## src/rtl/shift_register_controller_pkg.sv

```systemverilog
// Shared definitions for blocks that drive the 4-bit universal shift register.
//   - Opcode constants understood by the register (hold/shift-right/shift-left/load).
//   - State encodings of the shift_register_controller sequencer.
//   - Default datapath and shift-count widths.
package shift_register_controller_pkg;

  localparam int WIDTH_DEF = 4;
  localparam int CNT_W_DEF = 3;

  // Register opcodes
  localparam logic [1:0] OP_HOLD = 2'b00;
  localparam logic [1:0] OP_SHR  = 2'b01;
  localparam logic [1:0] OP_SHL  = 2'b10;
  localparam logic [1:0] OP_LOAD = 2'b11;

  // Sequencer states
  localparam logic [1:0] S_IDLE  = 2'd0;
  localparam logic [1:0] S_LOAD  = 2'd1;
  localparam logic [1:0] S_SHIFT = 2'd2;
  localparam logic [1:0] S_DONE  = 2'd3;

endpackage

```

## src/rtl/shift_register_controller_count.sv

```systemverilog
// shift_count_down: CNT_W-bit loadable down-counter that tells the sequencer
// when the final shift cycle is in progress.
// Ports:
//   clk   in   clock
//   clear in   synchronous active-high reset (counter -> 0)
//   load  in   load din (takes priority over dec)
//   dec   in   decrement by one; never wraps below zero
//   din   in   CNT_W  value to load
//   last  out  high while the counter reads exactly 1
module shift_count_down #(
  parameter int CNT_W = 3
) (
  input  logic             clk,
  input  logic             clear,
  input  logic             load,
  input  logic             dec,
  input  logic [CNT_W-1:0] din,
  output logic             last
);

  logic [CNT_W-1:0] cnt;

  always_ff @(posedge clk) begin
    if (clear) begin
      cnt <= '0;
    end else if (load) begin
      cnt <= din;
    end else if (dec && (cnt != '0)) begin
      cnt <= cnt - CNT_W'(1);
    end
  end

  assign last = (cnt == CNT_W'(1));

endmodule

```

## src/rtl/shift_register_controller.sv

```systemverilog
// shift_register_controller: sequencer for the 4-bit universal shift register.
// A start request latches an operand, direction, shift count and fill mode;
// the controller then loads the register, shifts it count times and captures
// the readback into result with a one-cycle done pulse.
// Ports:
//   clk          in   system clock
//   clear        in   synchronous active-high reset
//   start        in   request, sampled only in IDLE
//   load_data    in   WIDTH operand
//   dir          in   0 = shift right, 1 = shift left
//   count        in   CNT_W number of shift cycles
//   rotate       in   0 = logical fill from serial_in, 1 = rotate
//   serial_in    in   fill bit for logical shifts
//   sr_q         in   WIDTH register readback
//   opcode       out  2-bit register opcode
//   sr_data      out  WIDTH parallel load data
//   sr_in_right  out  serial bit entering MSB on a right shift
//   sr_in_left   out  serial bit entering LSB on a left shift
//   serial_out   out  bit leaving the register during SHIFT
//   busy         out  high in LOAD and SHIFT
//   done         out  one-cycle pulse in DONE
//   result       out  WIDTH register contents captured in DONE
module shift_register_controller
  import shift_register_controller_pkg::*;
#(
  parameter int WIDTH = WIDTH_DEF,
  parameter int CNT_W = CNT_W_DEF
) (
  input  logic             clk,
  input  logic             clear,
  input  logic             start,
  input  logic [WIDTH-1:0] load_data,
  input  logic             dir,
  input  logic [CNT_W-1:0] count,
  input  logic             rotate,
  input  logic             serial_in,
  input  logic [WIDTH-1:0] sr_q,
  output logic [1:0]       opcode,
  output logic [WIDTH-1:0] sr_data,
  output logic             sr_in_right,
  output logic             sr_in_left,
  output logic             serial_out,
  output logic             busy,
  output logic             done,
  output logic [WIDTH-1:0] result
);

  logic [1:0]       state;
  logic [1:0]       state_nxt;
  logic [WIDTH-1:0] lat_data;
  logic             lat_dir;
  logic [CNT_W-1:0] lat_cnt;
  logic             lat_rot;
  logic             cnt_last;

  // The counter is loaded during LOAD so that it holds count on the first
  // SHIFT cycle; the cycle on which it reads 1 is the final shift.
  shift_count_down #(.CNT_W(CNT_W)) u_cnt (
    .clk   (clk),
    .clear (clear),
    .load  (state == S_LOAD),
    .dec   (state == S_SHIFT),
    .din   (lat_cnt),
    .last  (cnt_last)
  );

  always_comb begin
    state_nxt = state;
    case (state)
      S_IDLE:  if (start) state_nxt = S_LOAD;
      S_LOAD:  state_nxt = (lat_cnt != '0) ? S_SHIFT : S_DONE;
      S_SHIFT: if (cnt_last) state_nxt = S_DONE;
      S_DONE:  state_nxt = S_IDLE;
      default: state_nxt = S_IDLE;
    endcase
  end

  always_ff @(posedge clk) begin
    if (clear) begin
      state    <= S_IDLE;
      lat_data <= '0;
      lat_dir  <= 1'b0;
      lat_cnt  <= '0;
      lat_rot  <= 1'b0;
      result   <= '0;
    end else begin
      state <= state_nxt;
      // Request fields are frozen at acceptance; later input changes are ignored.
      if (state == S_IDLE && start) begin
        lat_data <= load_data;
        lat_dir  <= dir;
        lat_cnt  <= count;
        lat_rot  <= rotate;
      end
      if (state == S_DONE) begin
        result <= sr_q;
      end
    end
  end

  // Moore decode; only the serial paths look at the live register contents.
  always_comb begin
    opcode      = OP_HOLD;
    sr_data     = '0;
    sr_in_right = 1'b0;
    sr_in_left  = 1'b0;
    serial_out  = 1'b0;
    busy        = 1'b0;
    done        = 1'b0;
    case (state)
      S_LOAD: begin
        opcode  = OP_LOAD;
        sr_data = lat_data;
        busy    = 1'b1;
      end
      S_SHIFT: begin
        busy = 1'b1;
        if (lat_dir) begin
          opcode     = OP_SHL;
          sr_in_left = lat_rot ? sr_q[WIDTH-1] : serial_in;
          serial_out = sr_q[WIDTH-1];
        end else begin
          opcode      = OP_SHR;
          sr_in_right = lat_rot ? sr_q[0] : serial_in;
          serial_out  = sr_q[0];
        end
      end
      S_DONE: begin
        done = 1'b1;
      end
      default: begin
        opcode = OP_HOLD;
      end
    endcase
  end

endmodule

```

## config.mk

```make
export PLATFORM = sky130hd
export DESIGN_NAME = shift_register_controller
export DESIGN_NICKNAME = d
export VERILOG_FILES = /design/src/rtl/shift_register_controller_pkg.sv /design/src/rtl/shift_register_controller_count.sv /design/src/rtl/shift_register_controller.sv
export SDC_FILE = /design/constraint.sdc
export NUM_CORES = 1
export LEC_CHECK = 0
export ABC_CLOCK_PERIOD_IN_PS = 2300
export CAP_MARGIN = 20
export CORE_ASPECT_RATIO = 0.7
export CORE_MARGIN = 2
export CORE_UTILIZATION = 45
export CTS_BUF_LIST = sky130_fd_sc_hd__clkbuf_16
export DETAILED_ROUTE_END_ITERATION = 8
export PLACE_DENSITY = 0.86
export SYNTH_ARGS = -nofsm -noshare
export SYNTH_HDL_FRONTEND = slang
export SYNTH_HIERARCHICAL = 1
export SYNTH_SLANG_ARGS = --single-unit
```

## constraint.sdc

```tcl
create_clock -name clk -period 2.3 [get_ports clk]
set_input_delay 0.46 -clock clk [delete_from_list [all_inputs] [get_ports clk]]
set_output_delay 0.46 -clock clk [all_outputs]
set_load 0.05 [all_outputs]
```

==> results.md <==
- Outcome: finished clean
- Leakage dissipation: 0.577 nW
- Detailed-route vias per instance: 5.09
- Largest fanout on the critical path: 10
- Number of nets in the layout: 173
- Slew @ Worst Pin: 0.514 ns
- Number of distinct library cells after synthesis: 30
- Hold-critical path depth: 2
- Area share of the leading cell type in the synthesized netlist: 0.364
- CTS clk-pin slew, worst paths: 0.05 ns
- Post-synth net total: 139
- Element type at the critical path start: flop
- Final Cycle Share: 0.895
- Maximum number of pins on one net before global-route repair: 16
- Cell accounting for the most synthesized area: sky130_fd_sc_hd__dfxtp_1
- Minimum clock period after layout: 2.06 ns
- Capture point of the worst reg-to-reg path: state[0]
- Internal reg-to-reg setup slack: 0.42 ns
- Hpwl dp: 1.91 mm
- Number of nets still failing antenna checks after routing: 0
- Initial cell density of the core: 0.467
- Cells after synthesis: 114
- Cell chosen for the clock root: sky130_fd_sc_hd__clkbuf_16
- Count of buffers added by post-CTS timing repair for setup: 0
- DR DRC count: 0
- Max Clk Rate: 0.486 GHz
- Ranking of synthesized cells by instance count: sky130_fd_sc_hd__dfxtp_1, sky130_fd_sc_hd__a21oi_1, sky130_fd_sc_hd__nand2_1
- End point of the worst hold path: lat_data[3]
- Total number of vias: 911
- Floorplan Core Area: 2120 sq um
- Sum of negative setup slack: 0 ns
- Endpoints failing hold: 0
- Cells on worst reg2reg path: 5
- Number of port buffers: 31
- Violation count after the first detailed-routing iteration: 13
- Num ports: 32
- Multi-input logic area: 596 sq um
- Post-synthesis cell area: 990 sq um
- GRT Overall Usage: 0.224
- Remaining max-slew budget at the tightest pin: 0.656
- Longest Clk Path Bufs: 2
- Worst VDD drop: 0.000496 V
- Total area of sequential cells: 360 sq um
- Die Span Y: 43.2 um
- Chip width: 60.1 um
- Area enclosed by the die boundary: 2600 sq um
- Total clock sinks: 18
- Setup crit end kind: output pin
- Beginning of the worst register-to-register path: state[1]
- Number of clock buffers inserted by TritonCTS: 3
- Count of pins over their slew limit: 0
- Share of synthesized registers carrying an async set or reset: 0
- Residual overflow from global routing: 0
- Maximum Capacitance Violations: 0
- Setup Viol. Count Final: 0
- Class of the most critical setup path: reg -> out
- Tightest Hold Check Type: reg -> reg
- Top flip-flop cell by instance count after synthesis: sky130_fd_sc_hd__dfxtp_1
- Global-route wire length before repair: 4.27 mm
- Source-to-sink clock delay at the later pin of the worst-skew pair: 0.25 ns
- Arrival time at the worst endpoint: 1.60 ns
- Setup repair after global routing missed its margin: no
- Vias in the first global route: 896
- Number of enable-type register cells in the synthesized netlist: 0
- Number of warning messages in the yosys log: 6
- Routed Wire Length: 2.55 mm
- Area delta synth->final: 52.7%
- Count of H-tree levels built during CTS: 1
- Hold path start: lat_data[3]
- Worst endpoint required time: 1.84 ns
- TritonCTS clock tree: done
- Pwr/cell area: 1210 nW/um^2
- Number of cells in the finished layout apart from fillers: 179
- Seq/Total Area, Yosys: 0.364
- Proportion of layout cells with a drive suffix above 1: 0.170
- #FFs+latches synth: 18
- Number of antenna violations at the first check in global routing: 0
- Setup Skew: 0.00227 ns
- RePlAce Congestion: 0.724
- Drt wl/cell: 14.3 um
- Mapped Avg Cell Area: 8.68 sq um
- Antenna diodes: 0
- Fill cell total of the finished layout: 156
- Most common cell in the netlist: sky130_fd_sc_hd__dfxtp_1
- Cell types occupying the most area after synthesis: sky130_fd_sc_hd__dfxtp_1, sky130_fd_sc_hd__ha_1, sky130_fd_sc_hd__mux2i_1, sky130_fd_sc_hd__a21oi_1, sky130_fd_sc_hd__nand3_1
- Cell Count Post-Placement: 175
- Number of iterations in the first detailed-routing pass: 4
- Placement row count: 14
[worst max path at each step]
stage               startpoint      endpoint  slack (ns)
floorplan             state[1]     opcode[1]        0.03
global placement         clear  u_cnt/cnt[0]        0.41
detailed placement     sr_q[0]   sr_in_right        0.37
CTS                   state[0]   sr_in_right        0.11
global route          state[0]   sr_in_right        0.12
finish                state[0]   sr_in_right        0.24
[cells by family after synthesis]
| logic type | synth area share |
|---|---|
| AND/OR/NAND/NOR | 0.264 |
| flip-flops | 0.364 |
| adder cells (fa/ha/maj) | 0.101 |
| buffers and inverters | 0.0443 |
| AO/OA/AOI/OAI | 0.156 |
| multiplexers | 0.0708 |
[cell type report]
cell class | count | area share
multi-input cells | 85 | 0.394
repair buffers | 33 | 0.272
flip-flops and latches | 18 | 0.238
clock buffers | 3 | 0.0497
well taps | 32 | 0.0265
inverters | 7 | 0.0174
clock inverters | 1 | 0.00248
[power breakdown]
group          switching (mW)  internal, mW  total [mW]
Clock                   0.113         0.231       0.344
Combinational           0.605         0.429        1.03
Sequential             0.0642         0.384       0.448
Total                   0.782          1.04        1.83
[worst max-delay path, stage by stage (launching register included)]
cell	delay [ns]
sky130_fd_sc_hd__dfxtp_1	0.33
sky130_fd_sc_hd__inv_1	0.15
sky130_fd_sc_hd__ha_2	0.34
sky130_fd_sc_hd__inv_1	0.11
sky130_fd_sc_hd__nor3_2	0.24
sky130_fd_sc_hd__buf_12	0.17
[stage by stage]
step                      power, mW  area [sq um]  hold slack [ns]  setup WS [ns]   util
after floorplan                1.13           995            0.426         0.0284      -
after global placement         1.41          1430            0.438          0.412  0.674
after detailed placement       1.46          1430            0.452          0.374  0.674
after CTS                      1.82          1510            0.461          0.105  0.711
after global routing           1.93          1510            0.475          0.118  0.713
final                          1.83          1510            0.464          0.240  0.713
[metal layers]
metal | wire length (um) | up-vias | part of all wire | track usage
li1 | - | 459 | - | -
met5 | 0 | - | 0 | 0
met4 | 41 | 0 | 0.016 | 0.0444
met3 | 100 | 4 | 0.039 | 0.0732
met2 | 1240 | 21 | 0.49 | 0.348
met1 | 1170 | 427 | 0.46 | 0.301
[registers in the layout, summed over array words and instances, names as in the netlist]
register / count
lat_data: 4
result: 4
lat_cnt: 3
u_cnt/cnt: 3
state: 2
lat_dir: 1
lat_rot: 1
[placed cells by master (no fill, tap or decap), drive strengths merged]
cell type	synthesis	layout
and2	4	4
clkinv	0	1
or3	1	1
nand3	9	9
o311a	1	1
nand4b	1	1
buf	2	13
and3	1	1
nor3	3	3
nor2b	4	4
inv	7	7
a211o	1	1
a311o	1	1
o21a	1	1
or3b	1	1
o31ai	1	1
nor4b	1	1
nand2b	1	1
dfxtp	18	18
a311oi	1	1
nand2	12	12
a2111oi	1	1
a21oi	12	12
a21boi	1	1
mux2i	7	7
nor2	10	10
and2b	1	1
ha	8	8
clkdlybuf4s50	0	20
clkbuf	2	3
o21ai	1	1
[repair_timing]
action                                  CTS  global route
endpoints found under the setup margin    0             3
hold buffers                              0             0
gates resized for setup                   0             2
(Power assumes the default switching activity.)
